===== src/rtl/uart_tx_arbiter.sv =====
// uart_tx_arbiter: shares one UART transmitter between NUM_REQ byte sources.
// Round-robin selection with a message lock; the owner keeps the transmitter
// until it sends a byte flagged last, or until it idles for LOCK_TIMEOUT cycles.
module uart_tx_arbiter #(
    parameter int NUM_REQ      = 4,
    parameter int DATA_BITS    = 8,
    parameter int LOCK_TIMEOUT = 255
) (
    input  logic                         i_clk,
    input  logic                         i_reset,
    input  logic [NUM_REQ-1:0]           i_req_valid,
    input  logic [NUM_REQ*DATA_BITS-1:0] i_req_data,
    input  logic [NUM_REQ-1:0]           i_req_last,
    output logic [NUM_REQ-1:0]           o_req_ready,
    output logic [DATA_BITS-1:0]         o_tx_data,
    output logic                         o_tx_write,
    input  logic                         i_tx_busy,
    output logic [NUM_REQ-1:0]           o_grant,
    output logic                         o_locked,
    output logic                         o_err
);
    localparam int IDX_W = (NUM_REQ > 1) ? $clog2(NUM_REQ) : 1;
    localparam int CNT_W = (LOCK_TIMEOUT > 0) ? $clog2(LOCK_TIMEOUT + 1) : 1;
    localparam logic [CNT_W-1:0]   TIMEOUT_C = CNT_W'(LOCK_TIMEOUT);
    localparam logic [NUM_REQ-1:0] ONE_HOT_C = NUM_REQ'(1);

    typedef enum logic [1:0] {
        ARB       = 2'd0,
        ISSUE     = 2'd1,
        WAIT_BUSY = 2'd2,
        WAIT_DONE = 2'd3
    } state_t;

    state_t               state_r;
    logic [IDX_W-1:0]     ptr_r;
    logic [IDX_W-1:0]     owner_r;
    logic [NUM_REQ-1:0]   grant_r;
    logic [NUM_REQ-1:0]   ready_r;
    logic                 locked_r;
    logic                 err_r;
    logic                 last_r;
    logic                 tx_write_r;
    logic [DATA_BITS-1:0] tx_data_r;
    logic [CNT_W-1:0]     idle_cnt_r;

    logic                 pick_found_s;
    logic [IDX_W-1:0]     pick_idx_s;
    logic [IDX_W-1:0]     cand_s;
    logic [IDX_W-1:0]     lane_s;
    logic [DATA_BITS-1:0] lane_data_a [NUM_REQ];
    logic [DATA_BITS-1:0] lane_data_s;
    logic                 owner_valid_s;
    logic                 owner_last_s;
    logic [CNT_W-1:0]     idle_next_s;

    // Round-robin search: first valid requester strictly after the pointer.
    always_comb begin
        pick_found_s = 1'b0;
        pick_idx_s   = '0;
        cand_s       = '0;
        for (int i = 1; i <= NUM_REQ; i++) begin
            cand_s = IDX_W'((int'(ptr_r) + i) % NUM_REQ);
            if (!pick_found_s && i_req_valid[cand_s]) begin
                pick_found_s = 1'b1;
                pick_idx_s   = cand_s;
            end else begin
                pick_found_s = pick_found_s;
            end
        end
    end

    // Lane selection and per-owner views of the request inputs.
    always_comb begin
        for (int n = 0; n < NUM_REQ; n++) begin
            lane_data_a[n] = i_req_data[n*DATA_BITS +: DATA_BITS];
        end
        if (locked_r) begin
            lane_s = owner_r;
        end else begin
            lane_s = pick_idx_s;
        end
        lane_data_s   = lane_data_a[lane_s];
        owner_valid_s = i_req_valid[owner_r];
        owner_last_s  = i_req_last[owner_r];
        idle_next_s   = idle_cnt_r + CNT_W'(1);
    end

    // Arbitration FSM; grant, lock and transmitter strobes are all registered.
    always_ff @(posedge i_clk) begin
        if (i_reset) begin
            state_r    <= ARB;
            ptr_r      <= IDX_W'(NUM_REQ - 1);
            owner_r    <= '0;
            grant_r    <= '0;
            ready_r    <= '0;
            locked_r   <= 1'b0;
            err_r      <= 1'b0;
            last_r     <= 1'b0;
            tx_write_r <= 1'b0;
            tx_data_r  <= '0;
            idle_cnt_r <= '0;
        end else begin
            tx_write_r <= 1'b0;
            tx_data_r  <= '0;
            ready_r    <= '0;
            case (state_r)
                ARB: begin
                    // A frame may still be in flight (e.g. after reset): wait it out.
                    if (!i_tx_busy) begin
                        if (!locked_r) begin
                            if (pick_found_s) begin
                                owner_r    <= pick_idx_s;
                                grant_r    <= ONE_HOT_C << pick_idx_s;
                                locked_r   <= 1'b1;
                                idle_cnt_r <= '0;
                                tx_write_r <= 1'b1;
                                tx_data_r  <= lane_data_s;
                                ready_r    <= ONE_HOT_C << lane_s;
                                state_r    <= ISSUE;
                            end
                        end else if (owner_valid_s) begin
                            idle_cnt_r <= '0;
                            tx_write_r <= 1'b1;
                            tx_data_r  <= lane_data_s;
                            ready_r    <= ONE_HOT_C << lane_s;
                            state_r    <= ISSUE;
                        end else if (LOCK_TIMEOUT != 0) begin
                            if (idle_next_s == TIMEOUT_C) begin
                                locked_r   <= 1'b0;
                                grant_r    <= '0;
                                ptr_r      <= owner_r;
                                idle_cnt_r <= '0;
                            end else begin
                                idle_cnt_r <= idle_next_s;
                            end
                        end
                    end
                end
                ISSUE: begin
                    last_r  <= owner_last_s;
                    state_r <= WAIT_BUSY;
                end
                WAIT_BUSY: begin
                    if (i_tx_busy) begin
                        state_r <= WAIT_DONE;
                    end else begin
                        // Transmitter ignored the write: flag it and move on.
                        err_r <= 1'b1;
                        if (last_r) begin
                            locked_r <= 1'b0;
                            grant_r  <= '0;
                            ptr_r    <= owner_r;
                        end
                        state_r <= ARB;
                    end
                end
                WAIT_DONE: begin
                    if (!i_tx_busy) begin
                        if (last_r) begin
                            locked_r <= 1'b0;
                            grant_r  <= '0;
                            ptr_r    <= owner_r;
                        end
                        state_r <= ARB;
                    end
                end
                default: begin
                    state_r <= ARB;
                end
            endcase
        end
    end

    assign o_req_ready = ready_r;
    assign o_tx_data   = tx_data_r;
    assign o_tx_write  = tx_write_r;
    assign o_grant     = grant_r;
    assign o_locked    = locked_r;
    assign o_err       = err_r;

endmodule

===== config.mk =====
export PLATFORM = sky130hd
export DESIGN_NAME = uart_tx_arbiter
export DESIGN_NICKNAME = d
export VERILOG_FILES = /design/src/rtl/uart_tx_arbiter.sv
export SDC_FILE = /design/constraint.sdc
export NUM_CORES = 1
export LEC_CHECK = 0
export CORE_MARGIN = 1
export CORE_UTILIZATION = 47
export DETAILED_ROUTE_END_ITERATION = 7
export GPL_ROUTABILITY_DRIVEN = 0
export HOLD_SLACK_MARGIN = 0.1
export PLACE_DENSITY = 0.92
export SETUP_SLACK_MARGIN = 0.1
export SLEW_MARGIN = 25
export SYNTH_ARGS = -nofsm -noshare
export SYNTH_HDL_FRONTEND = slang
export SYNTH_SLANG_ARGS = --single-unit

===== constraint.sdc =====
create_clock -name i_clk -period 2.4 [get_ports i_clk]
set_input_delay 0.48 -clock i_clk [delete_from_list [all_inputs] [get_ports i_clk]]
set_output_delay 0.48 -clock i_clk [all_outputs]
set_load 0.02 [all_outputs]

==> results by group, run 1 <==
Outcome
  • Status: completed

Synth
  • Number of flops mapped to enable cells by yosys: 0
  • Mean Syn Cell Area: 8.88 um^2
  • Synth async-reset ratio: 0%
  • Syn nets: 273
  • Ys flop type: dfxtp_1
  • Synth Instances: 228
  • Synth cell types: 51
  • Dominant cell type by area after synthesis: dfxtp_1
  • Synth top area cells: dfxtp_1, mux2i_1, a211oi_2
  • Synth Cell Area: 2030 um^2
  • Top cell type's share of synthesized area: 33.6%
  • Seq cells post-synth: 34
  • Yosys warning count: 0
  • Fraction of the yosys area taken by sequential cells: 33.6%

Worst setup path
  • Worst setup path category: primary input to register
  • Buf/Inv on CP: 1
  • Worst path cell trace: clkdlybuf4s50_1, mux4_2, nor2_2, nand2_1, o32ai_2, mux2i_1
  • Critical-path top delay cell: mux4_2
  • R2R cell count: 6
  • Crit. End Element: register
  • CP Max Fanout: 4
  • Levels on crit path: 6
  • CP top delay family: multiplexers
  • WP data arrival: 2.39 ns
  • Max incr delay on CP: 0.58 ns
  • Req. time, crit path: 2.61 ns
  • FF-to-FF setup slack: 0.30 ns
  • Reg2Reg Capture Point: o_grant[0]
  • R2R Path Start: idle_cnt_r[0]
  • Critical Path Start Type: primary input

Floorplan
  • CORE AREA: 4060 um^2
  • Starting Density: 49.9%
  • Die Ht: 67.7 um
  • FP Rows: 23
  • I/O pins: 62
  • Die Span X: 67.7 um
  • DIE AREA: 4580 um^2

Clock tree
  • CTS Hold Bufs: 0
  • Clock slew at reported path FFs: 0.06 ns
  • CTS Root Buffer Type: clkbuf_8
  • Cts repair resizes: 0
  • Clock sinks: 34
  • Worst-Skew Late Latency: 0.29 ns
  • Setup Buffers After CTS: 0
  • CTS tree: done
  • Clock buffer depth: 2
  • CTS Buf Count: 5
  • H-Tree Depth: 2

Cells and area
  • Nets@finish: 346
  • Most frequent cells in the layout: clkdlybuf4s50_1, dfxtp_1, nand2_1
  • Final std cells w/o fill: 352
  • Share of layout cells above drive strength 1: 15.2%
  • Area delta synth->final: 44.0%
  • Ant. Diodes: 0
  • Commonest non-fill, non-tap cell in the layout: clkdlybuf4s50_1
  • Fillers: 290

Place
  • Buffers on Ports: 61
  • DP HPWL: 4.19 mm
  • Cells after DPL: 344

Global routing
  • Number of global-route vias before repair: 1969
  • Initial antenna violation count: 0
  • First-pass GRT wire length: 8.89 mm
  • Largest net degree at the start of global routing: 21
  • Grt total ovfl: 0
  • Gr usage total: 26.0%

Pwr
  • Net switching power: 0.434 mW
  • Pleak: 1.10 nW
  • Combinational group share of total power: 27.2%
  • Power per cell area: 525 nW/um^2
  • Sw frac: 28.3%
  • Internal power: 1.10 mW
  • Clock share of power: 32.9%
  • Seq pwr share: 40.0%
  • Max IR drop VDD: 0.000402 V

Hold path
  • Hold Path Cell Cnt: 2
  • Hold endpoint: last_r
  • HP Class: register to register
  • Hold_sp: last_r

Routing
  • Post-route DRC: 0
  • Drt pass-1 iters: 5
  • Initial DRC Count: 82
  • Total Wirelength: 5.65 mm
  • Vias/cell: 5.79
  • DRT antenna net count: 0
  • WL/cell: 16.0 um
  • DR vias: 2039

STA
  • Final hold viol count: 0
  • Final Cycle Share: 91.0%
  • Worst clock skew: 0.0112 ns
  • RSZ-0062 raised after global routing: false
  • Final setup vio count: 0
  • Worst-margin pin slew: 0.585 ns
  • Maximum clock frequency: 458 MHz
  • Slew Limit Headroom: 61.0%
  • Max-slew violations: 0
  • Setup TNS: 0 ns
  • Final min period: 2.18 ns

Run
  • Max-Cap Viols: 0
## worst reg2reg max path: cells and delay by family, from the launching register on
family / cells / cell delay (ns)
flip-flops: 1 / 0.38
adder cells (fa/ha/maj): 1 / 0.29
multiplexers: 1 / 0.16
AND/OR/NAND/NOR: 1 / 0.21
AO/OA/AOI/OAI: 3 / 0.95
## cells by family after synthesis
kind of cell               after synthesis  synth area share, %
adders and majority gates                2                 1.24
DFF                                     34                 33.6
and+or+nand+nor                         80                 21.6
buffers and inverters                   23                 5.68
muxes                                   18                 10.3
AOI/OAI and AO/OA                       68                 26.3
xor gates and xnor gates                 3                 1.30
## flip-flops by register name (all words and copies together), names as in the netlist, 2 cells and up
name and flops:
o_tx_data 8, o_req_ready 4, idle_cnt_r 8, o_grant 4, owner_r 2, state_r 2
ptr_r 2
## power groups by stage
stage	combinational (mW)	clock, mW	sequential, mW
2_1_floorplan	0.198	0	0.644
3_3_place_gp	0.398	0	0.623
3_5_place_dp	0.410	0	0.625
4_1_cts	0.413	0.507	0.612
5_1_grt	0.444	0.531	0.616
6_report	0.416	0.503	0.612
## through the flow
step / worst slack [ns] / power, mW / util [%] / instance area, um^2 / hold WS (ns)
6_report: 0.216 / 1.53 / 71.9 / 2920 / 0.466
5_1_grt: 0.138 / 1.59 / 71.9 / 2920 / 0.498
4_1_cts: 0.157 / 1.53 / 71.7 / 2910 / 0.467
3_5_place_dp: -0.0218 / 1.04 / 69.0 / 2800 / 0.459
3_3_place_gp: 0.0616 / 1.02 / 69.0 / 2800 / 0.447
2_1_floorplan: 0.490 / 0.841 / - / 2030 / 0.436
## cell usage after synthesis, drive strengths merged (4+ instances only)
library cell and instances:
a21oi 18, clkbuf 6, mux2i 16, a221oi 8, buf 10, dfxtp 34, a211oi 8, nand3 9
inv 7, nor2 14, o21ai 6, o211ai 7, nand2b 10, and2 4, nand3b 4, nand2 21
nor3 4
## worst max-delay path by stage
| stage | from | end | slack (ns) |
|---|---|---|---|
| 4_1_cts | idle_cnt_r[3] | o_grant[3] | 0.16 |
| 3_3_place_gp | i_req_valid[0] | o_grant[0] | 0.06 |
| 2_1_floorplan | i_req_valid[0] | ptr_r[0] | 0.49 |
| 3_5_place_dp | i_req_valid[3] | ptr_r[1] | -0.02 |
| 6_report | i_req_valid[0] | ptr_r[1] | 0.22 |
| 5_1_grt | i_req_valid[0] | ptr_r[1] | 0.14 |
## layer usage
metal | wire (um) | share of wire (%) | GRT usage (%) | up-vias
li1 | - | - | - | 993
met3 | 310 | 5.5 | 5.41 | 18
met4 | 159 | 2.8 | 12.5 | 0
met5 | 0 | 0 | 0 | -
met2 | 2950 | 52 | 44.2 | 82
met1 | 2220 | 39 | 30.6 | 946
## area by class of cell
class | instances | area, um^2 | area share [%]
timing repair buffer | 82 | 793 | 27.2
sequential | 34 | 681 | 23.3
clock buffer | 8 | 110 | 3.77
multi-input combinational | 171 | 1240 | 42.7
inverter | 7 | 26.3 | 0.901
tap | 50 | 62.6 | 2.14
Power figures use the tool's default switching activity.
==> run 2, diff against run 1 <==
Settings changed: CORE_UTILIZATION 47 to 60, DONT_BUFFER_PORTS from default to 1, PLACE_DENSITY 0.92 to 0.88.
==> run 2 against run 1 <==
Net effect:
- first-iteration DRC count fell by 2.4%
- via count decreased by 14%
- non-clock buffer count fell by 74
- sequential power is 4.1% higher
- setup slack worse by 0.034 ns
- register-to-register slack lost 0.12 ns
- maximum frequency decreased by 1.5%
- cell area down 26%
- clock power fell by 23%
- critical path depth is 1 lower
- combinational power shrank 46%
==> results by group, run 2 (synthesis results as in run 1) <==
Pwr
  • Power per cell area: 581 nW/um^2
  • Max IR drop VDD: 0.000404 V
  • Net switching power: 0.364 mW
  • Sw frac: 29.1%
  • Clock share of power: 31.0%
  • Combinational group share of total power: 17.9%
  • Internal power: 0.885 mW
  • Pleak: 0.782 nW
  • Seq pwr share: 51.0%

Cells and area
  • Register area: 681 um^2
  • Most frequent cells in the layout: dfxtp_1, nand2_1, a21oi_1
  • Share of layout cells above drive strength 1: 15.4%
  • Final core utilization: 68.7%
  • Fillers: 255
  • Commonest non-fill, non-tap cell in the layout: dfxtp_1
  • Ant. Diodes: 0
  • Area delta synth->final: 6.11%
  • Nets@finish: 272
  • Multi-input logic area: 1250 um^2

Global routing
  • Number of global-route vias before repair: 1606
  • Largest net degree at the start of global routing: 26
  • Gr usage total: 26.2%
  • Initial antenna violation count: 0
  • Grt total ovfl: 0
  • First-pass GRT wire length: 7.02 mm

Floorplan
  • FP Rows: 20
  • Die Ht: 60.1 um
  • CORE AREA: 3130 um^2
  • Starting Density: 64.8%
  • Die Span X: 60.1 um
  • DIE AREA: 3610 um^2
  • I/O pins: 62

Worst setup path
  • Worst setup path category: register to register
  • WP data arrival: 2.47 ns
  • Critical Path Start Type: register
  • Req. time, crit path: 2.65 ns
  • Crit. End Element: register
  • CP Max Fanout: 9

Clock tree
  • Clock buffer depth: 2
  • CTS Root Buffer Type: clkbuf_4
  • CTS tree: done
  • Clock sinks: 34
  • H-Tree Depth: 2
  • Clock slew at reported path FFs: 0.11 ns
  • Worst-Skew Late Latency: 0.34 ns
  • CTS Buf Count: 5

STA
  • Final min period: 2.22 ns
  • Worst clock skew: 0.0152 ns
  • RSZ-0062 raised after global routing: false
  • Setup TNS: 0 ns
  • Final Cycle Share: 92.4%
  • Worst-margin pin slew: 1.01 ns
  • Final hold viol count: 0
  • Final setup vio count: 0
  • Max-slew violations: 0
  • Slew Limit Headroom: 32.2%
  • Maximum clock frequency: 451 MHz

Routing
  • Drt pass-1 iters: 4
  • WL/cell: 16.9 um
  • DRT antenna net count: 0
  • Initial DRC Count: 80
  • DR vias: 1744
  • Total Wirelength: 4.59 mm
  • Vias/cell: 6.41
  • Post-route DRC: 0

Hold path
  • HP Class: primary input to register

Outcome
  • Status: completed

Place
  • Buffers on Ports: 0
  • DP HPWL: 3.27 mm

Run
  • Max-Cap Viols: 0
run 2: changes by cell type in the layout (fill, tap and decap cells not counted):
cell and delta:
a211o_1 -1, clkbuf_8 -5, clkbuf_4 +5, nor2b_1 -1, a211o_2 +1, buf_4 -11
nor2b_2 +1, buf_12 -2, clkdlybuf4s50_1 -61
run 2: routing by layer:
layer	wire, um	global-route usage [%]	vias up
li1	-	-	850
met1	1910	30.7	818
met2	2280	44.1	67
met3	315	6.71	9
met4	87	12.3	0
met5	0	0	-
run 2: path summary, 6_finish.rpt:
kind	startpoint	end	slack, ns	depth (start not counted)
setup reg to reg	idle_cnt_r[1]	o_grant[0]	0.18	5
hold reg to reg	last_r	last_r	0.47	2
hold / removal	i_reset	idle_cnt_r[3]	0.20	1
setup / recovery	idle_cnt_r[1]	o_grant[0]	0.18	5
run 2: power groups by stage:
stage               sequential (mW)  clock, mW  combinational (mW)
floorplan                     0.644          0               0.198
global placement              0.648          0               0.214
detailed placement            0.650          0               0.221
CTS                           0.637      0.393               0.221
global route                  0.642      0.419               0.242
finish                        0.637      0.388               0.224
run 2: critical path: stages (launching register included):
cell and delay, ns:
dfxtp_1 0.51, ha_1 0.32, nand3_1 0.10, a211o_2 0.42, o41a_1 0.55, mux2i_1 0.22
run 2: area by class of cell:
class / instances / area share [%]
clock buffer: 8 / 3.67
sequential: 34 / 31.7
inverter: 7 / 1.22
tap: 44 / 2.56
timing repair buffer: 8 / 2.79
multi-input combinational: 171 / 58.1
run 2: stage by stage:
step / hold slack (ns) / power (mW) / setup slack [ns] / std cells / area, um^2
3_5_place_dp: 0.456 / 0.871 / 0.177 / 260 / 2030
2_1_floorplan: 0.436 / 0.841 / 0.490 / 228 / 2030
4_1_cts: 0.185 / 1.25 / 0.145 / 268 / 2110
5_1_grt: 0.177 / 1.30 / 0.120 / 272 / 2150
3_3_place_gp: 0.441 / 0.863 / 0.212 / 260 / 2030
6_report: 0.195 / 1.25 / 0.182 / 272 / 2150
run 2: what timing repair did:
item	in CTS	in global routing
resized for setup	0	3
hold buffers	0	0
setup buffers	0	4
setup endpoints to repair	0	4
